===== src/rtl/sm_fp_pkg.sv =====
// Shared definitions for the sign-magnitude to compact-float encoder.
//
// Contents:
//   state_e   - encoder FSM states (IDLE/NORM/ROUND/DONE), 2-bit encoding
//   MAG_W     - magnitude width delivered by the upstream converter
//   EXP_W     - exponent width of the compact float
//   SIG_W     - significand width of the compact float
//   EXP_MAX   - largest representable exponent (all ones)
//   FR_LSB    - bit index of the lowest kept fraction bit in the work register
//   RND_IDX   - bit index of the round bit (first discarded bit)
package sm_fp_pkg;

  localparam int unsigned MAG_W = 11;
  localparam int unsigned EXP_W = 3;
  localparam int unsigned SIG_W = 4;

  localparam logic [EXP_W-1:0] EXP_MAX = '1;

  localparam int unsigned FR_LSB  = MAG_W - SIG_W;
  localparam int unsigned RND_IDX = MAG_W - SIG_W - 1;

  typedef enum logic [1:0] {
    IDLE  = 2'd0,
    NORM  = 2'd1,
    ROUND = 2'd2,
    DONE  = 2'd3
  } state_e;

endpackage


===== src/rtl/sm_to_fp_encoder_round.sv =====
// fp_round: combinational round-to-nearest (half up) step of the encoder.
//
// Ports:
//   fr       in   SIG_W  kept fraction bits of the normalised magnitude
//   rb       in   1      round bit (first discarded bit)
//   E        in   EXP_W  exponent reached by normalisation
//   F_next   out  SIG_W  rounded significand
//   E_next   out  EXP_W  exponent after a possible mantissa carry
//   sat_next out  1      rounding overflowed the largest representable value
module fp_round
  import sm_fp_pkg::*;
(
  input  logic [SIG_W-1:0] fr,
  input  logic             rb,
  input  logic [EXP_W-1:0] E,
  output logic [SIG_W-1:0] F_next,
  output logic [EXP_W-1:0] E_next,
  output logic             sat_next
);

  // One extra bit so the carry out of fr+1 is visible.
  logic [SIG_W:0] fr_inc;

  always_comb begin
    fr_inc   = {1'b0, fr} + {{SIG_W{1'b0}}, 1'b1};
    F_next   = fr;
    E_next   = E;
    sat_next = 1'b0;

    if (rb) begin
      if (!fr_inc[SIG_W]) begin
        F_next = fr_inc[SIG_W-1:0];
      end else if (E != EXP_MAX) begin
        // Carry out of the significand: renormalise to 1000b, bump exponent.
        F_next = {1'b1, {(SIG_W-1){1'b0}}};
        E_next = E + EXP_W'(1);
      end else begin
        // No exponent headroom left: clamp to the largest value.
        F_next   = '1;
        E_next   = EXP_MAX;
        sat_next = 1'b1;
      end
    end
  end

endmodule


===== src/rtl/sm_to_fp_encoder.sv =====
// sm_to_fp_encoder: turns a sign/magnitude pair into a compact float
// S, E, F with value F * 2^E. The magnitude is normalised one left
// shift per clock (at most EXP_MAX shifts), then rounded half-up on the
// first discarded bit. valid/ready handshakes on both sides; one
// conversion in flight at a time.
//
// Ports:
//   clk        in   1      system clock, rising edge
//   rst_n      in   1      asynchronous active-low reset
//   in_valid   in   1      signbit/SM valid
//   in_ready   out  1      encoder idle and able to accept
//   signbit    in   1      sign from upstream
//   SM         in   MAG_W  unsigned magnitude (1024 legal)
//   out_valid  out  1      S/E/F/sat hold a finished result
//   out_ready  in   1      consumer takes the result
//   S          out  1      result sign
//   E          out  EXP_W  result exponent
//   F          out  SIG_W  result significand
//   sat        out  1      rounding saturated at E=EXP_MAX, F=all ones
module sm_to_fp_encoder
  import sm_fp_pkg::*;
(
  input  logic             clk,
  input  logic             rst_n,
  input  logic             in_valid,
  output logic             in_ready,
  input  logic             signbit,
  input  logic [MAG_W-1:0] SM,
  output logic             out_valid,
  input  logic             out_ready,
  output logic             S,
  output logic [EXP_W-1:0] E,
  output logic [SIG_W-1:0] F,
  output logic             sat
);

  state_e           state_q, state_d;
  logic [MAG_W-1:0] work_q, work_d;
  logic             s_q, s_d;
  logic [EXP_W-1:0] e_q, e_d;
  logic [SIG_W-1:0] f_q, f_d;
  logic             sat_q, sat_d;

  logic [SIG_W-1:0] rnd_f;
  logic [EXP_W-1:0] rnd_e;
  logic             rnd_sat;

  fp_round u_fp_round (
    .fr       (work_q[MAG_W-1:FR_LSB]),
    .rb       (work_q[RND_IDX]),
    .E        (e_q),
    .F_next   (rnd_f),
    .E_next   (rnd_e),
    .sat_next (rnd_sat)
  );

  // State register.
  always_ff @(posedge clk or negedge rst_n) begin
    if (!rst_n) begin
      state_q <= IDLE;
      work_q  <= '0;
      s_q     <= 1'b0;
      e_q     <= '0;
      f_q     <= '0;
      sat_q   <= 1'b0;
    end else begin
      state_q <= state_d;
      work_q  <= work_d;
      s_q     <= s_d;
      e_q     <= e_d;
      f_q     <= f_d;
      sat_q   <= sat_d;
    end
  end

  // Next-state and datapath.
  always_comb begin
    state_d = state_q;
    work_d  = work_q;
    s_d     = s_q;
    e_d     = e_q;
    f_d     = f_q;
    sat_d   = sat_q;

    unique case (state_q)
      IDLE: begin
        if (in_valid) begin
          work_d  = SM;
          s_d     = signbit;
          e_d     = EXP_MAX;
          state_d = NORM;
        end
      end

      NORM: begin
        // Exponent floor is checked before shifting so E never wraps.
        if (work_q[MAG_W-1] || (e_q == '0)) begin
          state_d = ROUND;
        end else begin
          work_d = {work_q[MAG_W-2:0], 1'b0};
          e_d    = e_q - EXP_W'(1);
        end
      end

      ROUND: begin
        f_d     = rnd_f;
        e_d     = rnd_e;
        sat_d   = rnd_sat;
        state_d = DONE;
      end

      DONE: begin
        if (out_ready) begin
          sat_d   = 1'b0;
          state_d = IDLE;
        end
      end

      default: state_d = IDLE;
    endcase
  end

  // Outputs.
  always_comb begin
    in_ready  = (state_q == IDLE);
    out_valid = (state_q == DONE);
    S         = s_q;
    E         = e_q;
    F         = f_q;
    sat       = sat_q;
  end

endmodule

===== config.mk =====
export PLATFORM = sky130hd
export DESIGN_NAME = sm_to_fp_encoder
export DESIGN_NICKNAME = d
export VERILOG_FILES = /design/src/rtl/sm_fp_pkg.sv /design/src/rtl/sm_to_fp_encoder_round.sv /design/src/rtl/sm_to_fp_encoder.sv
export SDC_FILE = /design/constraint.sdc
export NUM_CORES = 1
export LEC_CHECK = 0
export CORE_MARGIN = 2
export CORE_UTILIZATION = 45
export CTS_BUF_LIST = sky130_fd_sc_hd__clkbuf_4 sky130_fd_sc_hd__clkbuf_8
export DETAILED_ROUTE_END_ITERATION = 12
export DONT_BUFFER_PORTS = 1
export SKIP_LAST_GASP = 1
export SYNTH_ARGS = -nofsm -noshare
export SYNTH_HDL_FRONTEND = slang
export SYNTH_SLANG_ARGS = --single-unit

===== constraint.sdc =====
create_clock -name clk -period 3.54 [get_ports clk]
set_input_delay 0.708 -clock clk [delete_from_list [all_inputs] [get_ports clk]]
set_output_delay 0.708 -clock clk [all_outputs]
set_load 0.005 [all_outputs]

==> results.json <==
{
  "dieArea_sq_um": 3350,
  "wl_per_cell_um": 14.9,
  "drt_first_pass_iters": 4,
  "setup_tns_ns": 0,
  "cp_data_required_time_ns": 3.74,
  "hold_class": "primary input to asynchronous set/reset pin",
  "cp_max_fo": 18,
  "regArea_sq_um": 551,
  "grt_max_degree": 23,
  "crit_start": "state_q[1]",
  "portBuffers": 0,
  "holdWs_ns": 0.0730,
  "ir_worst_vdd_mv": 0.460,
  "cp-start-kind": "register",
  "overflow": 0,
  "path_class": "register to register",
  "synth_seq_cells": 22,
  "synthCells": 134,
  "synthSimpleGateAreaFrac": 0.163,
  "cts_root_buffer": "clkbuf_4",
  "antenna_left": 0,
  "synth_top_family_by_area": "simple AND/OR/NAND/NOR gates",
  "fin_crit_sh": 0.660,
  "ctsLongestPathBuffers": 2,
  "multi_input_area_sq_um": 688,
  "synth-main-ff-cell": "dfrtp_1",
  "remaining_drc_errors": 0,
  "clock_skew_ns": 0.00584,
  "final_common_cell": "dfrtp_1",
  "numCtsBuffers": 3,
  "cts_sinks": 22,
  "num_antenna_cells": 0,
  "power.leakage_nw": 0.625,
  "syn_area_sq_um": 1310,
  "grt_pass1_vias": 903,
  "synth_adder_area_share": 0.0957,
  "r2r_cells": 5,
  "num_io_pins": 27,
  "synth-compound-area-share": 0.117,
  "dp_hpwl_um": 1820,
  "rsz0062_at_grt": "false",
  "yosysUniqueCellTypes": 32,
  "slew_headroom": 0.454,
  "dp.cells": 159,
  "synth_edf_count": 0,
  "tightest_slew_ns": 0.818,
  "drv_slew": 0,
  "die_x_um": 57.9,
  "synthTopCellsByArea": "dfrtp_1 (42%), ha_1 (9.6%), mux2i_1 (8.4%)",
  "layout-drive-gt1-share": 0.114,
  "grt_use_total": 0.164,
  "initial_utilization": 0.474,
  "synth_top_area_share": 0.421,
  "layout_common_cells": "dfrtp_1 (22), nand2_1 (18), o21ai_0 (14)",
  "final_cell_count_no_fill": 163,
  "end_kind": "register",
  "antenna_found_initial": 0,
  "seq_area_frac_synth": 0.421,
  "vias_per_cell": 5.67,
  "crit_arrival_ns": 2.54,
  "p_per_area_nw_per_um2": 1030,
  "syn_to_final_growth_pct": 4.88,
  "finish.instance_area_sq_um": 1370,
  "yosys_warnings": 0,
  "muxShareOfSynthArea": 0.144,
  "r2r_start": "state_q[1]",
  "total_power_mw": 1.42,
  "drt_iter0_drc": 29,
  "setup_viol": 0,
  "vias": 925,
  "syn_avg_cell_area_sq_um": 9.76,
  "cts_setup_buffers": 0,
  "core_area_sq_um": 2760,
  "dpl_cell_area_sq_um": 1320,
  "yosysTopAreaCell": "dfrtp_1",
  "fill_cells": 262,
  "cts_tree": "yes",
  "syn-num-nets": 160,
  "cts_resized": 0,
  "status": "completed",
  "synth_xor_area_frac": 0.00670,
  "insertion_delay_ns": 0.31,
  "clk_pin_slew_ns": 0.13,
  "cts.hold.buffers_added": 0,
  "num_rows": 19,
  "max_cap_viol_count": 0,
  "die_h_um": 57.9,
  "grt_pass1_wl_um": 4220,
  "nNetsFinal": 159,
  "fmax_mhz": 428,
  "routed_wl_um": 2430,
  "ys_async_sr_fraction": 1.00,
  "htreeDepth": 1,
  "fin_crit_ns": 2.33,
  "hold_violations": 0,
  "globalplace.congestion": 0.801
}
critical path: stages, from the launching register on:
cell,delay (ns)
dfrtp_1,0.45
inv_1,0.10
ha_1,0.69
nor3_1,0.14
or4_4,0.55
mux2_4,0.31
through the flow:
step | worst slack, ns | util
2_1_floorplan | 1.61 | -
3_3_place_gp | 1.26 | 0.478
3_5_place_dp | 1.22 | 0.478
4_1_cts | 1.19 | 0.497
5_1_grt | 0.981 | 0.497
6_report | 1.21 | 0.497
worst paths after layout:
path / end / slack (ns)
min in group clk: work_q[1] / 0.50
max: E[1] / 1.21
min: S / 0.07
max reg2reg: E[1] / 1.21
max in group asynchronous: state_q[0] / 3.38
min reg2reg: work_q[1] / 0.50
report_power, final:
part	internal, mW	leakage, nW	total [mW]	switching [mW]
Combinational	0.352	0.331	0.720	0.368
Clock	0.114	0.0279	0.193	0.0787
Sequential	0.377	0.266	0.505	0.127
area by class of cell:
cell class | instances | area share
well taps | 31 | 0.0283
clock inverters | 1 | 0.0219
multi-input cells | 96 | 0.502
clock buffers | 3 | 0.0164
repair buffers | 1 | 0.00547
inverters | 9 | 0.0246
flip-flops and latches | 22 | 0.401
state kept, by name, indices dropped and copies added (netlist names):
name / count
sat: 1
state_q: 2
F: 4
work_q: 11
E: 3
S: 1
layer usage:
layer | routed length [um] | track usage | up-vias
met5 | 0 | 0 | -
met4 | 16 | 0.0498 | 0
met3 | 147 | 0.0402 | 2
met2 | 1120 | 0.247 | 27
met1 | 1150 | 0.236 | 436
li1 | - | - | 460
cell families (layout without fill, tap and decap cells):
logic type / count (synthesis) / after routing
and+or+nand+nor: 42 / 42
AOI/OAI and AO/OA: 26 / 26
DFF: 22 / 22
muxes: 17 / 17
buffers and inverters: 16 / 14
adders and majority gates: 10 / 10
xor gates and xnor gates: 1 / 1
cells in the mapped netlist, drive strengths merged, types with 3 or more instances:
| cell type | number |
|---|---|
| nor3 | 3 |
| inv | 9 |
| buf | 3 |
| o21ai | 14 |
| nor2b | 4 |
| mux2 | 6 |
| dfrtp | 22 |
| mux2i | 11 |
| a21oi | 5 |
| clkbuf | 4 |
| nand2 | 18 |
| ha | 10 |
| nor2 | 7 |
Power figures use the tool's default switching activity.
